[src/rtl/ex_mem_ft_stage.sv]
// EX/MEM pipeline register behind the TMR ALU voter: retries a computation on voter
// disagreement and latches a sticky fatal state after MAX_RETRY failed retries.
// Optional error counter: define FT_ERR_COUNT_EN to implement err_count.
module ex_mem_ft_stage #(
    parameter int MAX_RETRY = 2,
    parameter int CNT_W     = 8
) (
    input  logic             clk,
    input  logic             rst,
    input  logic             in_valid,
    input  logic [31:0]      alu_result,
    input  logic             alu_zero,
    input  logic             error_flag,
    input  logic [4:0]       rd_in,
    input  logic             reg_write_in,
    input  logic             mem_read_in,
    input  logic             mem_write_in,
    input  logic [31:0]      store_data_in,
    input  logic             flush,
    input  logic             mem_stall,
    output logic             out_valid,
    output logic [31:0]      alu_result_q,
    output logic [31:0]      store_data_q,
    output logic             alu_zero_q,
    output logic [4:0]       rd_q,
    output logic             reg_write_q,
    output logic             mem_read_q,
    output logic             mem_write_q,
    output logic             stall_ex,
    output logic             fatal_error,
    output logic [CNT_W-1:0] err_count
);

    typedef enum logic [1:0] {
        ST_PASS  = 2'd0,
        ST_RETRY = 2'd1,
        ST_FATAL = 2'd2
    } state_t;

    localparam logic [2:0] MAX_R = 3'(MAX_RETRY);

    state_t      state_q, state_d;
    logic [2:0]  retry_q, retry_d;
    logic        valid_q, valid_d;
    logic [31:0] result_q, result_d;
    logic [31:0] sdata_q, sdata_d;
    logic        zero_q, zero_d;
    logic [4:0]  dest_q, dest_d;
    logic        ctl_rw_q, ctl_rw_d;
    logic        ctl_mr_q, ctl_mr_d;
    logic        ctl_mw_q, ctl_mw_d;
    logic        fatal_q, fatal_d;
    logic        stall_s;
    logic        err_inc_s;

    // Next-state and stall decision; data fields are only reloaded on a clean accept.
    always_comb begin
        state_d   = state_q;
        retry_d   = retry_q;
        valid_d   = valid_q;
        result_d  = result_q;
        sdata_d   = sdata_q;
        zero_d    = zero_q;
        dest_d    = dest_q;
        ctl_rw_d  = ctl_rw_q;
        ctl_mr_d  = ctl_mr_q;
        ctl_mw_d  = ctl_mw_q;
        fatal_d   = fatal_q;
        stall_s   = 1'b0;
        err_inc_s = 1'b0;
        case (state_q)
            ST_PASS, ST_RETRY: begin
                if (mem_stall) begin
                    stall_s = 1'b1;
                end else if (flush) begin
                    valid_d  = 1'b0;
                    ctl_rw_d = 1'b0;
                    ctl_mr_d = 1'b0;
                    ctl_mw_d = 1'b0;
                    state_d  = ST_PASS;
                    retry_d  = 3'd0;
                end else if (in_valid) begin
                    if (!error_flag) begin
                        valid_d  = 1'b1;
                        result_d = alu_result;
                        sdata_d  = store_data_in;
                        zero_d   = alu_zero;
                        dest_d   = rd_in;
                        ctl_rw_d = reg_write_in;
                        ctl_mr_d = mem_read_in;
                        ctl_mw_d = mem_write_in;
                        state_d  = ST_PASS;
                        retry_d  = 3'd0;
                    end else begin
                        // Faulty compute: hold ID/EX so the same operands are re-voted.
                        valid_d   = 1'b0;
                        ctl_rw_d  = 1'b0;
                        ctl_mr_d  = 1'b0;
                        ctl_mw_d  = 1'b0;
                        stall_s   = 1'b1;
                        err_inc_s = 1'b1;
                        if (retry_q < MAX_R) begin
                            retry_d = retry_q + 3'd1;
                            state_d = ST_RETRY;
                        end else begin
                            state_d = ST_FATAL;
                            fatal_d = 1'b1;
                        end
                    end
                end else begin
                    valid_d  = 1'b0;
                    ctl_rw_d = 1'b0;
                    ctl_mr_d = 1'b0;
                    ctl_mw_d = 1'b0;
                end
            end
            ST_FATAL: begin
                stall_s  = 1'b1;
                valid_d  = 1'b0;
                ctl_rw_d = 1'b0;
                ctl_mr_d = 1'b0;
                ctl_mw_d = 1'b0;
                fatal_d  = 1'b1;
            end
            default: begin
                stall_s  = 1'b1;
                valid_d  = 1'b0;
                ctl_rw_d = 1'b0;
                ctl_mr_d = 1'b0;
                ctl_mw_d = 1'b0;
                fatal_d  = 1'b1;
                state_d  = ST_FATAL;
            end
        endcase
    end

    // FSM, retry counter and EX/MEM register.
    always_ff @(posedge clk or posedge rst) begin
        if (rst) begin
            state_q  <= ST_PASS;
            retry_q  <= 3'd0;
            valid_q  <= 1'b0;
            result_q <= 32'd0;
            sdata_q  <= 32'd0;
            zero_q   <= 1'b0;
            dest_q   <= 5'd0;
            ctl_rw_q <= 1'b0;
            ctl_mr_q <= 1'b0;
            ctl_mw_q <= 1'b0;
            fatal_q  <= 1'b0;
        end else begin
            state_q  <= state_d;
            retry_q  <= retry_d;
            valid_q  <= valid_d;
            result_q <= result_d;
            sdata_q  <= sdata_d;
            zero_q   <= zero_d;
            dest_q   <= dest_d;
            ctl_rw_q <= ctl_rw_d;
            ctl_mr_q <= ctl_mr_d;
            ctl_mw_q <= ctl_mw_d;
            fatal_q  <= fatal_d;
        end
    end

`ifdef FT_ERR_COUNT_EN
    logic [CNT_W-1:0] err_cnt_q, err_cnt_d;

    // Saturating count of erroneous computes.
    always_comb begin
        err_cnt_d = err_cnt_q;
        if (err_inc_s && (err_cnt_q != {CNT_W{1'b1}})) begin
            err_cnt_d = err_cnt_q + {{(CNT_W-1){1'b0}}, 1'b1};
        end else begin
            err_cnt_d = err_cnt_q;
        end
    end

    // Error counter register.
    always_ff @(posedge clk or posedge rst) begin
        if (rst) begin
            err_cnt_q <= {CNT_W{1'b0}};
        end else begin
            err_cnt_q <= err_cnt_d;
        end
    end

    assign err_count = err_cnt_q;
`else
    logic unused_err_inc_s;
    assign unused_err_inc_s = err_inc_s;
    assign err_count        = {CNT_W{1'b0}};
`endif

    assign out_valid    = valid_q;
    assign alu_result_q = result_q;
    assign store_data_q = sdata_q;
    assign alu_zero_q   = zero_q;
    assign rd_q         = dest_q;
    assign reg_write_q  = ctl_rw_q & valid_q;
    assign mem_read_q   = ctl_mr_q & valid_q;
    assign mem_write_q  = ctl_mw_q & valid_q;
    assign stall_ex     = stall_s;
    assign fatal_error  = fatal_q;

endmodule
[config.mk]
export PLATFORM = sky130hd
export DESIGN_NAME = ex_mem_ft_stage
export DESIGN_NICKNAME = d
export VERILOG_FILES = /design/src/rtl/ex_mem_ft_stage.sv
export SDC_FILE = /design/constraint.sdc
export NUM_CORES = 1
export LEC_CHECK = 0
export ABC_AREA = 1
export CAP_MARGIN = 20
export CORE_MARGIN = 2
export CORE_UTILIZATION = 45
export CTS_BUF_LIST = sky130_fd_sc_hd__clkbuf_8
export CTS_CLUSTER_DIAMETER = 40
export CTS_CLUSTER_SIZE = 8
export DETAILED_ROUTE_END_ITERATION = 8
export PLACE_DENSITY = 0.87
export SYNTH_ARGS = -nofsm -noshare
export SYNTH_HDL_FRONTEND = slang
export SYNTH_SLANG_ARGS = --single-unit
[constraint.sdc]
create_clock -name clk -period 5.35 [get_ports clk]
set_clock_uncertainty 0.15 [all_clocks]
set_input_delay 1.07 -clock clk [delete_from_list [all_inputs] [get_ports clk]]
set_output_delay 1.07 -clock clk [all_outputs]
set_load 0.05 [all_outputs]
==> results of run 1 <==
-- per-stage QoR --
step,setup slack (ns),area (µm²)
detailed placement,1.36,4940
global placement,1.46,4940
global route,1.30,5160
CTS,1.36,5160
floorplan,1.80,3450
finish,1.35,5160
-- power by group --
group | switching (mW) | internal, mW | leakage [nW]
combinational | 0.0905 | 0.0696 | 1.36
sequential | 0.00484 | 0.605 | 1.08
clock | 0.201 | 0.284 | 0.122
total | 0.296 | 0.959 | 2.57
-- area by class of cell --
| cell class | count | area (µm²) |
|---|---|---|
| clock buffers | 11 | 151 |
| well taps | 99 | 124 |
| flip-flops and latches | 79 | 1980 |
| multi-input cells | 261 | 1200 |
| inverters | 16 | 61.3 |
| fillers | 542 | 2170 |
| clock inverters | 5 | 72.6 |
| repair buffers | 159 | 1580 |
-- worst register-to-register path, delay by kind of cell (launching register included) --
family,cells,cell delay (ns)
buf+inv,2,1.11
simple gates,4,1.00
flops,1,0.43
-- how the worst min path moves through the flow --
| stage | to | slack [ns] | cells after the start |
|---|---|---|---|
| global placement | alu_result_q[3] | 0.30 | 2 |
| floorplan | ctl_mr_q | 0.31 | 2 |
| global route | store_data_q[12] | 0.34 | 2 |
| finish | alu_result_q[30] | 0.32 | 2 |
| detailed placement | store_data_q[12] | 0.31 | 2 |
| CTS | store_data_q[12] | 0.33 | 2 |
-- per-layer routing --
layer  share of wire (%)  global-route usage (%)  vias up
li1                    -                       -     1536
met2                  50                    37.7      135
met1                  43                    28.3     1552
met3                 5.9                    5.15       14
met4                 1.4                    6.69        0
met5                   0                       0        -
-- cell usage after synthesis --
| cell | instances | share of area, % |
|---|---|---|
| nor2_2 | 1 | 0.18 |
| inv_1 | 13 | 1.4 |
| nand4_1 | 70 | 13 |
| o21ai_1 | 3 | 0.44 |
| nor2_4 | 2 | 0.66 |
| clkbuf_1 | 18 | 2.0 |
| inv_2 | 3 | 0.33 |
| buf_4 | 9 | 2.0 |
| conb_1 | 1 | 0.11 |
| buf_6 | 6 | 2.0 |
| nor2_1 | 6 | 0.66 |
| o21ai_0 | 1 | 0.15 |
| buf_2 | 4 | 0.58 |
| nand3b_1 | 1 | 0.22 |
| dfrtp_1 | 79 | 58 |
| nand2_1 | 164 | 18 |
| ha_1 | 1 | 0.36 |
| nand3_1 | 4 | 0.58 |
-- sequential cells by signal (all words and copies together), names as in the netlist --
register,flops
ctl_mr_q,1
retry_q,3
ctl_mw_q,1
fatal_error,1
alu_zero_q,1
out_valid,1
alu_result_q,32
rd_q,5
ctl_rw_q,1
store_data_q,32
state_q,1
-- logic make-up after synthesis --
logic type	Yosys count	synth area share (%)
and+or+nand+nor	248	33.0
DFF	79	57.7
buffers and inverters	53	8.25
AOI/OAI and AO/OA	4	0.584
adders and majority gates	1	0.365
other	1	0.109
-- cell usage in the layout, fill, tap and decap left out, types with 2 or more instances in the layout --
cell type / instances
buf_4: 5
bufinv_16: 2
clkbuf_8: 11
clkdlybuf4s50_1: 154
clkinv_2: 2
conb_1: 8
dfrtp_1: 79
inv_1: 14
inv_2: 3
nand2_1: 164
nand3_1: 3
nand4_1: 70
nor2_1: 6
nor2_4: 2
o21ai_1: 3
==> flow_summary.json, run 1 <==
{
  "critPathCaptureType": "output port",
  "hold_class": "register to register",
  "fmax_ghz": 0.250,
  "r2r_start": "state_q[1]",
  "numCtsBuffers": 9,
  "p_total_mw": 1.26,
  "area_growth_pct": 50.7,
  "coreArea_um2": 7330,
  "rr_worst_depth": 6,
  "fin_crit_ns": 4.00,
  "grt_pass1_wl_mm": 15.0,
  "crit_path_frequent_cell": "clkdlybuf4s50_1",
  "power_leakage_nw": 2.57,
  "grt_pass1_vias": 3153,
  "cts-hold-fix-buffers": 0,
  "reg2reg_to": "alu_result_q[4]",
  "drt_wl_total_mm": 9.19,
  "slowest_delay_ns": 0.85,
  "cts-root-buf": "clkbuf_8",
  "rsz0062_at_grt": "false",
  "initial_core_util_pct": 46.8,
  "utilization_pct": 70.5,
  "cp.depth": 4,
  "yosys.cell_types.count": 18,
  "p_per_area_nw_per_um2": 243,
  "antenna_found_initial": 0,
  "syn_inst": 386,
  "start_kind": "primary input",
  "worst_pin_slew_ns": 0.759,
  "whs_ns": 0.322,
  "die-area_um2": 8330,
  "viasPerCell": 5.14,
  "die_w_um": 91.3,
  "vdd_drop_max_mv": 0.130,
  "path_class": "primary input to output port",
  "antenna_cells": 0,
  "grt_max_degree": 72,
  "crit_required_ns": 4.13,
  "finalHoldViolations": 0,
  "status": "completed",
  "synth_seq_area_share_pct": 57.7,
  "clk_pin_slew_ns": 0.07,
  "ys_warn_count": 0,
  "clk_path_buf_depth": 2,
  "ios": 163,
  "route.vias.total": 3237,
  "slew_headroom_pct": 49.4,
  "maxSlewViolCount": 0,
  "fp-row-count": 31,
  "gp_congestion": 0.783,
  "critPathTopFamily": "buffers and inverters",
  "tritoncts": "done",
  "htreeDepth": 3,
  "track_usage_pct": 22.2,
  "post-dp-hpwl_mm": 6.20,
  "timing.critical_path.buf_inv": 2,
  "ctsResizeCount": 0,
  "hold_start": "alu_result_q[30]",
  "fin_tns_setup_ns": 0,
  "cp_cell_sequence": "clkdlybuf4s50_1 > nand2_1 > o21ai_0 > clkdlybuf4s50_1",
  "layout-drive-gt1-share_pct": 5.08,
  "critPathLaunch": "error_flag",
  "final-instance-count-excl-fill": 630,
  "fin_nets": 606,
  "dp_cells": 614,
  "io_buffers": 154,
  "arrival_ns": 2.78,
  "crit_slowest_cell": "clkdlybuf4s50_1",
  "wl_per_cell_um": 14.6,
  "crit_end": "stall_ex",
  "clk_latency_ns": 0.33,
  "synth_seq_cells": 79,
  "cts.sinks": 79,
  "die_h_um": 91.3,
  "ant_nets": 0,
  "r2r_setup_slack_ns": 2.53,
  "avgSynthCellArea_um2": 8.88,
  "synth_area_um2": 3430,
  "cts_setup_buffers": 0,
  "fin_crit_sh_pct": 74.8,
  "gr-total-overflow": 0,
  "drt_iter0_drc": 141,
  "drv_cap": 0,
  "path_max_fanout": 3,
  "drc": 0,
  "first_pass_iters": 5,
  "setup_viol": 0
}
(Power assumes the default switching activity.)
==> run 2, diff against run 1 <==
--- a/config.mk
+++ b/config.mk
@@ -8,12 +8,12 @@
 export ABC_AREA = 1
 export CAP_MARGIN = 20
 export CORE_MARGIN = 2
-export CORE_UTILIZATION = 45
+export CORE_UTILIZATION = 38
 export CTS_BUF_LIST = sky130_fd_sc_hd__clkbuf_8
 export CTS_CLUSTER_DIAMETER = 40
 export CTS_CLUSTER_SIZE = 8
 export DETAILED_ROUTE_END_ITERATION = 8
-export PLACE_DENSITY = 0.87
+export PLACE_DENSITY = 0.78
 export SYNTH_ARGS = -nofsm -noshare
 export SYNTH_HDL_FRONTEND = slang
 export SYNTH_SLANG_ARGS = --single-unit
==> constraint.sdc (replaced) <==
create_clock -name clk -period 3.6 [get_ports clk]
set_clock_uncertainty 0.15 [all_clocks]
set_input_delay 0.72 -clock clk [delete_from_list [all_inputs] [get_ports clk]]
set_output_delay 0.72 -clock clk [all_outputs]
set_load 0.05 [all_outputs]
==> flow_summary.json, run 2 (synthesis gave the netlist of run 1 again) <==
{
  "status": "completed",
  "grt_pass1_vias": 3220,
  "setup_viol": 0,
  "post-dp-hpwl_mm": 6.51,
  "initial_core_util_pct": 39.3,
  "cts.sinks": 79,
  "area_growth_pct": 51.6,
  "reg2reg_to": "store_data_q[30]",
  "coreArea_um2": 8720,
  "clk_path_buf_depth": 2,
  "cp_cell_sequence": "clkdlybuf4s50_1 > nand2_1 > o21ai_0 > buf_4",
  "antenna_cells": 0,
  "p_per_area_nw_per_um2": 356,
  "r2r_setup_slack_ns": 1.78,
  "io_buffers": 154,
  "arrival_ns": 1.83,
  "htreeDepth": 3,
  "wl_met1_mm": 4.05,
  "gr-total-overflow": 0,
  "fin_tns_setup_ns": 0,
  "drc": 0,
  "viasPerCell": 5.11,
  "r2r_start": "state_q[1]",
  "rr_worst_depth": 6,
  "die_w_um": 99.0,
  "maxSlewViolCount": 0,
  "numCtsBuffers": 9,
  "hold_end": "alu_result_q[7]",
  "highest_layer": "met4",
  "track_usage_pct": 19.8,
  "fillers": 734,
  "path_class": "primary input to output port",
  "seqCellArea_um2": 1980,
  "multiInputGateArea_um2": 1200,
  "wl_met3_um": 745,
  "ios": 163,
  "die-area_um2": 9800,
  "layout-drive-gt1-share_pct": 5.81,
  "timing.critical_path.buf_inv": 2,
  "rsz0062_at_grt": "false",
  "p_total_mw": 1.85,
  "route.vias.total": 3280,
  "critPathCaptureType": "output port",
  "grt_max_degree": 72,
  "start_kind": "primary input",
  "ant_nets": 0,
  "cts-root-buf": "clkbuf_8",
  "wl_per_cell_um": 14.7,
  "dr_wl_met2_mm": 4.56,
  "crit_required_ns": 2.73,
  "ctsResizeCount": 0,
  "cts-hold-fix-buffers": 0,
  "hold_start": "alu_result_q[7]",
  "die_h_um": 99.0,
  "vdd_drop_max_mv": 0.156,
  "path_max_fanout": 3,
  "worst_pin_slew_ns": 0.720,
  "finalHoldViolations": 0,
  "first_pass_iters": 4,
  "whs_ns": 0.323,
  "drt_wl_total_mm": 9.44,
  "clk_latency_ns": 0.34,
  "critPathTopFamily": "buffers and inverters",
  "clk_pin_slew_ns": 0.07,
  "whs_path_depth": 2,
  "fin_nets": 609,
  "gp_congestion": 0.794,
  "tritoncts": "done",
  "hold_class": "register to register",
  "drv_cap": 0,
  "cts_setup_buffers": 0,
  "fmax_ghz": 0.371,
  "layout_commonest_cell": "nand2_1",
  "crit_slowest_cell": "clkdlybuf4s50_1",
  "fin_crit_sh_pct": 75.0,
  "grt_pass1_wl_mm": 15.7,
  "drt_iter0_drc": 151,
  "slew_headroom_pct": 52.0,
  "power_leakage_nw": 2.58,
  "antenna_found_initial": 0,
  "fp-row-count": 34,
  "fin_crit_ns": 2.70,
  "layout_common_cells": "nand2_1, clkdlybuf4s50_1, dfrtp_1, nand4_1, inv_1",
  "slowest_delay_ns": 0.55
}
run 2: how the worst max path moves through the flow:
| stage | slack (ns) | start | end | cells after the start |
|---|---|---|---|---|
| after global placement | 0.87 | error_flag | stall_ex | 4 |
| after global routing | 0.83 | error_flag | stall_ex | 4 |
| after floorplan | 0.71 | rst | alu_result_q[0] | 1 |
| final | 0.90 | error_flag | stall_ex | 4 |
| after CTS | 0.88 | error_flag | stall_ex | 4 |
| after detailed placement | 0.88 | error_flag | stall_ex | 4 |
run 2: power breakdown:
part	switching (mW)	internal, mW
combinational	0.136	0.106
sequential	0.00751	0.899
clock	0.318	0.387
run 2: metrics by stage:
step           util (%)  cells  cell area [µm²]  setup slack (ns)
2_1_floorplan         -    393             3450             0.707
3_3_place_gp       57.2    626             4980             0.874
3_5_place_dp       57.2    626             4980             0.879
4_1_cts            59.6    642             5200             0.875
5_1_grt            59.6    642             5200             0.827
6_report           59.6    642             5200             0.902
run 2: final cells by class:
class,count,share of cell area (%)
flip-flops and latches,79,38.0
repair buffers,162,31.0
multi-input cells,261,23.1
well taps,108,2.60
clock buffers,9,2.38
clock inverters,7,1.73
inverters,16,1.18
run 2: worst register-to-register path, delay by kind of cell (launching register included):
kind	cells	cell delay, ns
flip-flops	1	0.44
buffers and inverters	2	0.66
AND/OR/NAND/NOR	4	0.47
run 2: layer usage:
metal / track usage [%] / up-vias
met1: 26.7 / 1585
li1: - / 1547
met4: 5.27 / 0
met5: 0 / -
met2: 31.0 / 139
met3: 6.24 / 9
==> run 3, diff against run 2 <==
--- a/config.mk
+++ b/config.mk
@@ -8,12 +8,12 @@
 export ABC_AREA = 1
 export CAP_MARGIN = 20
 export CORE_MARGIN = 2
-export CORE_UTILIZATION = 38
+export CORE_UTILIZATION = 42
 export CTS_BUF_LIST = sky130_fd_sc_hd__clkbuf_8
 export CTS_CLUSTER_DIAMETER = 40
 export CTS_CLUSTER_SIZE = 8
 export DETAILED_ROUTE_END_ITERATION = 8
-export PLACE_DENSITY = 0.78
+export PLACE_DENSITY = 0.82
 export SYNTH_ARGS = -nofsm -noshare
 export SYNTH_HDL_FRONTEND = slang
 export SYNTH_SLANG_ARGS = --single-unit
==> constraint.sdc (replaced) <==
create_clock -name clk -period 2.5 [get_ports clk]
set_clock_uncertainty 0.15 [all_clocks]
set_input_delay 0.5 -clock clk [delete_from_list [all_inputs] [get_ports clk]]
set_output_delay 0.5 -clock clk [all_outputs]
set_load 0.05 [all_outputs]
==> flow_summary.json, run 3 (synthesis gave the netlist of run 1 again) <==
{
  "dp_cells": 620,
  "final-instance-count-excl-fill": 635,
  "crit_required_ns": 1.85,
  "route.vias.total": 3251,
  "drt_iter0_drc": 149,
  "status": "completed",
  "fin_tns_setup_ns": 0,
  "ant_nets": 0,
  "area_growth_pct": 51.8,
  "grt-busiest-layer": "met2",
  "layout_commonest_cell": "nand2_1",
  "worst_pin_slew_ns": 0.541,
  "start_kind": "register",
  "fin_crit_ns": 2.31,
  "power_leakage_nw": 2.58,
  "path_max_fanout": 5,
  "slowest_delay_ns": 0.80,
  "fmax_ghz": 0.432,
  "rsz0062_at_grt": "false",
  "cts.sinks": 79,
  "wl_per_cell_um": 14.2,
  "fin_nets": 609,
  "use_met2_pct": 33.6,
  "setup_viol": 0,
  "fp-row-count": 32,
  "cp_cell_sequence": "nand2_1 > inv_1 > clkdlybuf4s50_1",
  "critPathCaptureType": "output port",
  "finalHoldViolations": 0,
  "initial_core_util_pct": 43.9,
  "ios": 163,
  "gp_congestion": 0.905,
  "layout-drive-gt1-share_pct": 5.82,
  "die_h_um": 94.3,
  "grtUsageMet3_pct": 3.99,
  "clk_latency_ns": 0.33,
  "gr-total-overflow": 0,
  "utilization_pct": 66.7,
  "whs_ns": 0.317,
  "hold_class": "register to register",
  "vdd_drop_max_mv": 0.302,
  "antenna_cells": 0,
  "viasPerCell": 5.12,
  "path_class": "register to output port",
  "drc": 0,
  "io_buffers": 154,
  "die_w_um": 94.3,
  "grt_pass1_wl_mm": 14.3,
  "critPathTopFamily": "buffers and inverters",
  "clk_pin_slew_ns": 0.08,
  "timing.critical_path.buf_inv": 2,
  "fillers": 647,
  "antenna_found_initial": 0,
  "fin_crit_sh_pct": 92.5,
  "first_pass_iters": 4,
  "cts-hold-fix-buffers": 0,
  "cts-root-buf": "clkbuf_8",
  "maxSlewViolCount": 0,
  "htreeDepth": 3,
  "crit_slowest_cell": "clkdlybuf4s50_1",
  "ctsResizeCount": 0,
  "layout_common_cells": "nand2_1, clkdlybuf4s50_1, dfrtp_1, nand4_1, inv_1",
  "coreArea_um2": 7810,
  "drt_wl_total_mm": 9.03,
  "r2r_start": "state_q[1]",
  "tritoncts": "done",
  "numCtsBuffers": 9,
  "post-dp-hpwl_mm": 6.08,
  "arrival_ns": 1.66,
  "use_met1_pct": 27.0,
  "grt_max_degree": 80,
  "clk_path_buf_depth": 2,
  "grt_pass1_vias": 3052,
  "track_usage_pct": 20.4,
  "cts_setup_buffers": 0,
  "hold_start": "store_data_q[13]",
  "slew_headroom_pct": 63.9,
  "p_per_area_nw_per_um2": 511,
  "die-area_um2": 8900,
  "drv_cap": 0,
  "critPathLaunch": "out_valid"
}
==> run 3: stage by stage <==
stage | instance area, µm² | setup WS (ns) | power (mW)
global route | 5200 | 0.0780 | 2.78
detailed placement | 4990 | 0.217 | 1.68
finish | 5200 | 0.187 | 2.66
floorplan | 3460 | 0.0857 | 1.50
CTS | 5200 | 0.154 | 2.69
global placement | 4990 | 0.292 | 1.68
==> run 3: final timing paths <==
path	end	cells after the start	slack [ns]
worst max register to register	store_data_q[1]	4	0.94
worst min register to register	store_data_q[13]	2	0.32
worst min-delay path	store_data_q[13]	2	0.32
min in group asynchronous	alu_result_q[31]	3	0.50
max in group asynchronous	alu_result_q[7]	3	1.40
worst max-delay path	mem_write_q	3	0.19
==> run 3: power breakdown <==
part / internal (mW) / switching (mW) / total, mW
logic: 0.155 / 0.195 / 0.349
registers: 1.29 / 0.0106 / 1.31
clock network: 0.578 / 0.425 / 1.00
==> run 3: worst reg2reg max path: stages, from the launching register on <==
cell and delay, ns:
dfrtp_1 0.43, nor2_4 0.16, buf_4 0.44, nand4_1 0.21, nand2_1 0.11
==> run 3: layer usage <==
metal,wire [µm],up-vias,part of all wire [%]
met5,0,-,0
met4,100,0,1.1
li1,-,1542,-
met2,4400,143,49
met1,3790,1556,42
met3,743,10,8.2
==> run 3: area by class of cell <==
class | instances | area [µm²] | share of cell area (%)
clock buffers | 10 | 138 | 2.64
clock inverters | 5 | 73.8 | 1.42
inverters | 16 | 63.8 | 1.23
multi-input cells | 261 | 1200 | 23.1
flip-flops and latches | 79 | 1980 | 38.0
well taps | 102 | 128 | 2.45
repair buffers | 162 | 1620 | 31.2
==> RTL edit 1: new RTL, settings of run 3 <==
Re-encode `state_t` (3 states) as one-hot, 3 bits wide.
--- a/src/rtl/ex_mem_ft_stage.sv
+++ b/src/rtl/ex_mem_ft_stage.sv
@@ -33,6 +33,6 @@
 
-    typedef enum logic [1:0] {
-        ST_PASS  = 2'd0,
-        ST_RETRY = 2'd1,
-        ST_FATAL = 2'd2
+    typedef enum logic [2:0] {
+        ST_PASS  = 3'b001,
+        ST_RETRY = 3'b010,
+        ST_FATAL = 3'b100
     } state_t;
Behaviour: no difference found for any inputs over 4 cycles, from zero or initial values and one cycle with rst high; so few cycles prove little.
==> RTL edit 1 against run 3 <==
Global-route usage shrank 0.12 points; synthesized area grew 2.6%; sequential cell count grew 2; critical endpoint is now mem_read_q; largest power group unchanged; core utilization shrank 2.4 points; worst setup slack lost 0.054 ns; critical path type unchanged; sequential power is essentially flat; final area grew 0.87%; total power shrank 2.7%; final cell count grew 3.1%; wire length grew 1.5%.
==> RTL edit 1: results (changes against run 3) <==
Post-synth top cells=nand2_1, nand3_1, dfrtp_1, buf_6, inv_1; critical path capture point=mem_read_q; clock share of power=41.3% (+3.6 points); flop2flop setup slack=0.60 ns (-0.34 ns); Top Metal Used=met4; Async SR Flop Fraction=100% (unchanged); Comb power frac=8.0% (-5.1 points); fin crit period=2.37 ns (+0.0542 ns); first-pass GRT wire length=14,400 um (+0.24%); Worst VDD drop=0.343 mV (+14%); Worst R2R Path Depth=8 (+4); P_sw=0.567 mW (-10%); layout cells sized above 1=6.00% (+0.18 points); WL final=9160 um (+1.5%); Post-synth EDFFs=0 (unchanged); Diodes inserted=0 (unchanged); Synth Area in Compound Gates=0.640% (+0.056 points); GRT met1 Usage=25.2% (-1.8 points); wl on met1=3780 um (-0.11%); Layout fillers=678 (+4.8%); Synth Area in Adders=0.356% (-0.0092 points); met3 Use GR=3.72% (-0.28 points); Worst Path Arrival=1.72 ns (+0.06 ns); Synth Instances=396 (+2.6%); switching part of the total power=21.9% (-1.8 points); top cell type's share of synthesized area=56.9% (-0.74 points); count leader, synth=nand2_1; GR met2 Demand/Resource=34.9% (+1.3 points); DRT iter0 DRCs=64 (-57%); post-synthesis sequential area ratio=57.7% (about the same); vias in the first global route=3,117 (+2.1%); largest net degree at the start of global routing=82 (+2.5%); r2r startpoint=state_q[0]$_DFFE_PP1P_; pre-CTS WS=0.248 ns (+0.0308 ns); Worst-Margin Slew=0.536 ns (-0.00410 ns); final layout net count=625 (+2.6%); Post-DP Area=5020 um2 (+0.55%); unique cell type count in the Yosys netlist=21 (+3); Worst Hold Class=reg -> reg; Syn-to-layout area delta=49.2%; status=completed; vias per inst=4.93 (-3.7%); total track usage=20.3% (-0.12 points); Root Buffer=clkbuf_8; WL met2=4650 um (+5.8%); DP Cell Count=639 (+3.1%); Met3 Routed Length=526 um (-29%); post-CTS resize count=0 (unchanged); gpl congestion=0.812 (-10%); worst skew pair latency=0.33 ns (about the same); dpl hpwl=6410 um (+5.4%); P_leak=2.66 nW (+3.4%); synth top area cells=dfrtp_1, nand2_1, nand3_1; Reg2Reg Capture Point=store_data_q[13]$_DFFE_PP0P_; Non-Filler Instances=655 (+3.1%)
-- RTL edit 1: changes by cell type after synthesis, sizes merged, moves of 2 or more --
cell / delta
buf: +12
clkbuf: -18
nand4: -69
nand2: +3
nor3: +2
nand3: +79
-- RTL edit 1: layout make-up --
type | count | area share (%)
Timing Repair Buffer | 162 | 30.7
Multi-Input combinational cell | 276 | 22.6
Tap cell | 105 | 2.50
Clock inverter | 6 | 1.74
Sequential cell | 81 | 38.6
Clock buffer | 10 | 2.62
Inverter | 15 | 1.14
-- RTL edit 1: cells by family after synthesis --
kind of cell	Yosys count
flip-flops	81
adder cells (fa/ha/maj)	1
AO/OA/AOI/OAI	4
other	1
AND/OR/NAND/NOR	263
buffers and inverters	46
-- RTL edit 1: worst max-delay path, cell delays in order (launching register included) --
cell and delay, ns:
dfrtp_1 0.42, nand2_1 0.08, inv_1 0.09, clkdlybuf4s50_1 0.80
-- RTL edit 1: worst min path at each step --
stage                                  from                            to  slack, ns  cells past startpoint
3_3_place_gp    alu_result_q[0]$_DFFE_PP0P_   alu_result_q[0]$_DFFE_PP0P_       0.30                      2
2_1_floorplan          ctl_mr_q$_DFFE_PP0P_          ctl_mr_q$_DFFE_PP0P_       0.29                      2
6_report               ctl_mr_q$_DFFE_PP0P_          ctl_mr_q$_DFFE_PP0P_       0.32                      2
4_1_cts         store_data_q[8]$_DFFE_PP0P_   store_data_q[8]$_DFFE_PP0P_       0.33                      2
3_5_place_dp   alu_result_q[27]$_DFFE_PP0P_  alu_result_q[27]$_DFFE_PP0P_       0.31                      2
5_1_grt                ctl_mw_q$_DFFE_PP0P_          ctl_mw_q$_DFFE_PP0P_       0.34                      2
==> RTL edit 2: new RTL, config.mk and constraints of run 3 <==
Without the edit above. The option `FT_ERR_COUNT_EN` is turned on by a define.
--- a/src/rtl/ex_mem_ft_stage.sv
+++ b/src/rtl/ex_mem_ft_stage.sv
@@ -3,2 +3,4 @@
 // Optional error counter: define FT_ERR_COUNT_EN to implement err_count.
+`define FT_ERR_COUNT_EN
+
 module ex_mem_ft_stage #(
Formal check against the unedited RTL: not equivalent (a bounded check fails within 4 cycles, from zero or initial values and one cycle with rst high).
==> RTL edit 2 against run 3 <==
Total power shrank 5.3%; critical endpoint is now mem_read_q; wire length shrank 4.7%; sequential cell count up 8; final cell count is 9.0% higher; critical path depth did not move; synthesized area is 8.0% higher; non-clock buffer count increased by 5; first-iteration DRC count fell by 36%; worst setup slack got worse by 0.031 ns; final area up 7.9%; synthesized cell count grew 7.8%.
==> RTL edit 2: results (changes against run 3) <==
status=completed; worst-case clock buffer depth=2 (unchanged); DRT iter0 DRCs=95 (-36%); dpl hpwl=6550 um (+7.8%); total track usage=18.6% (-1.8 points); Worst VDD drop=0.364 mV (+20%); Avg Cell Area, Syn=8.90 um2 (+0.17%); Slew HR=64.2% (+0.35 points); Num CTS Buffers=9 (unchanged); GRT met1 Usage=21.6% (-5.4 points); Worst Hold Class=reg -> reg; Buffers on Ports=162 (+5.2%); pre-CTS WS=0.393 ns (+0.176 ns); wl on met1=3460 um (-8.7%); GR met2 Demand/Resource=33.1% (-0.54 points); Non-Filler Instances=692 (+9.0%); Worst Path Arrival=1.69 ns (+0.03 ns); part of the power in registers=55.9% (+6.8 points); met3 Use GR=5.08% (+1.1 points); Async SR Flop Fraction=100% (unchanged); unique cell type count in the Yosys netlist=24 (+6); Clock Pin Slew Worst Setup and Hold Paths=0.08 ns (about the same); gpl congestion=0.826 (-8.8%); delay-heaviest family, CP=buffers and inverters; Top Metal Used=met4; Post-synth top cells=nand2_1, dfrtp_1, inv_1, o21ai_0, nand3_1; Slowest Stage Delay on Critical Path=0.82 ns (+0.02 ns); synth top area cells=dfrtp_1, nand2_1, inv_1; Post-Synth XOR/XNOR Area=0.710% (+0.71 points); vias in the first global route=3,131 (+2.6%); P_leak=2.75 nW (+6.9%); YS warnings=0 (unchanged); post-CTS resize count=0 (unchanged); DP Cell Count=676 (+9.0%); P_comb=0.185 mW (-47%); P_sw=0.536 mW (-15%); PD cells=448 nW/um2 (-12%); largest net degree at the start of global routing=75 (-6.3%); Post-DP Area=5430 um2 (+8.7%); worst skew pair latency=0.34 ns; Synth Area in Adders=0.676% (+0.31 points); WL final=8600 um (-4.7%); final layout net count=660 (+8.4%); Synth Area in Compound Gates=11.6% (+11 points); first-pass GRT wire length=14,500 um (+1.5%); Met3 Routed Length=555 um (-25%); layout cells sized above 1=8.39% (+2.6 points); WL met2=4450 um (+1.3%); vias per inst=4.49 (-12%); post-synthesis sequential area ratio=58.8% (+1.2 points)
RTL edit 2: worst paths after layout:
check	from	end	slack [ns]	cells past startpoint
setup / recovery	out_valid$_DFFE_PP0P_	mem_read_q	0.16	3
hold / removal	alu_result_q[5]$_DFFE_PP0P_	alu_result_q[5]$_DFFE_PP0P_	0.33	2
setup reg to reg	err_count[0]$_DFFE_PP0P_	err_count[3]$_DFFE_PP0P_	0.90	8
hold reg to reg	alu_result_q[5]$_DFFE_PP0P_	alu_result_q[5]$_DFFE_PP0P_	0.33	2
max in group asynchronous	rst	alu_result_q[17]$_DFFE_PP0P_	1.22	3
min in group asynchronous	rst	alu_result_q[2]$_DFFE_PP0P_	0.34	2
RTL edit 2: final cells by class:
class	instances	area, um2
timing repair buffer	167	1710
tap	108	135
sequential	87	2180
clock inverter	7	63.8
inverter	88	334
fill	710	3020
clock buffer	9	124
multi-input combinational	226	1070
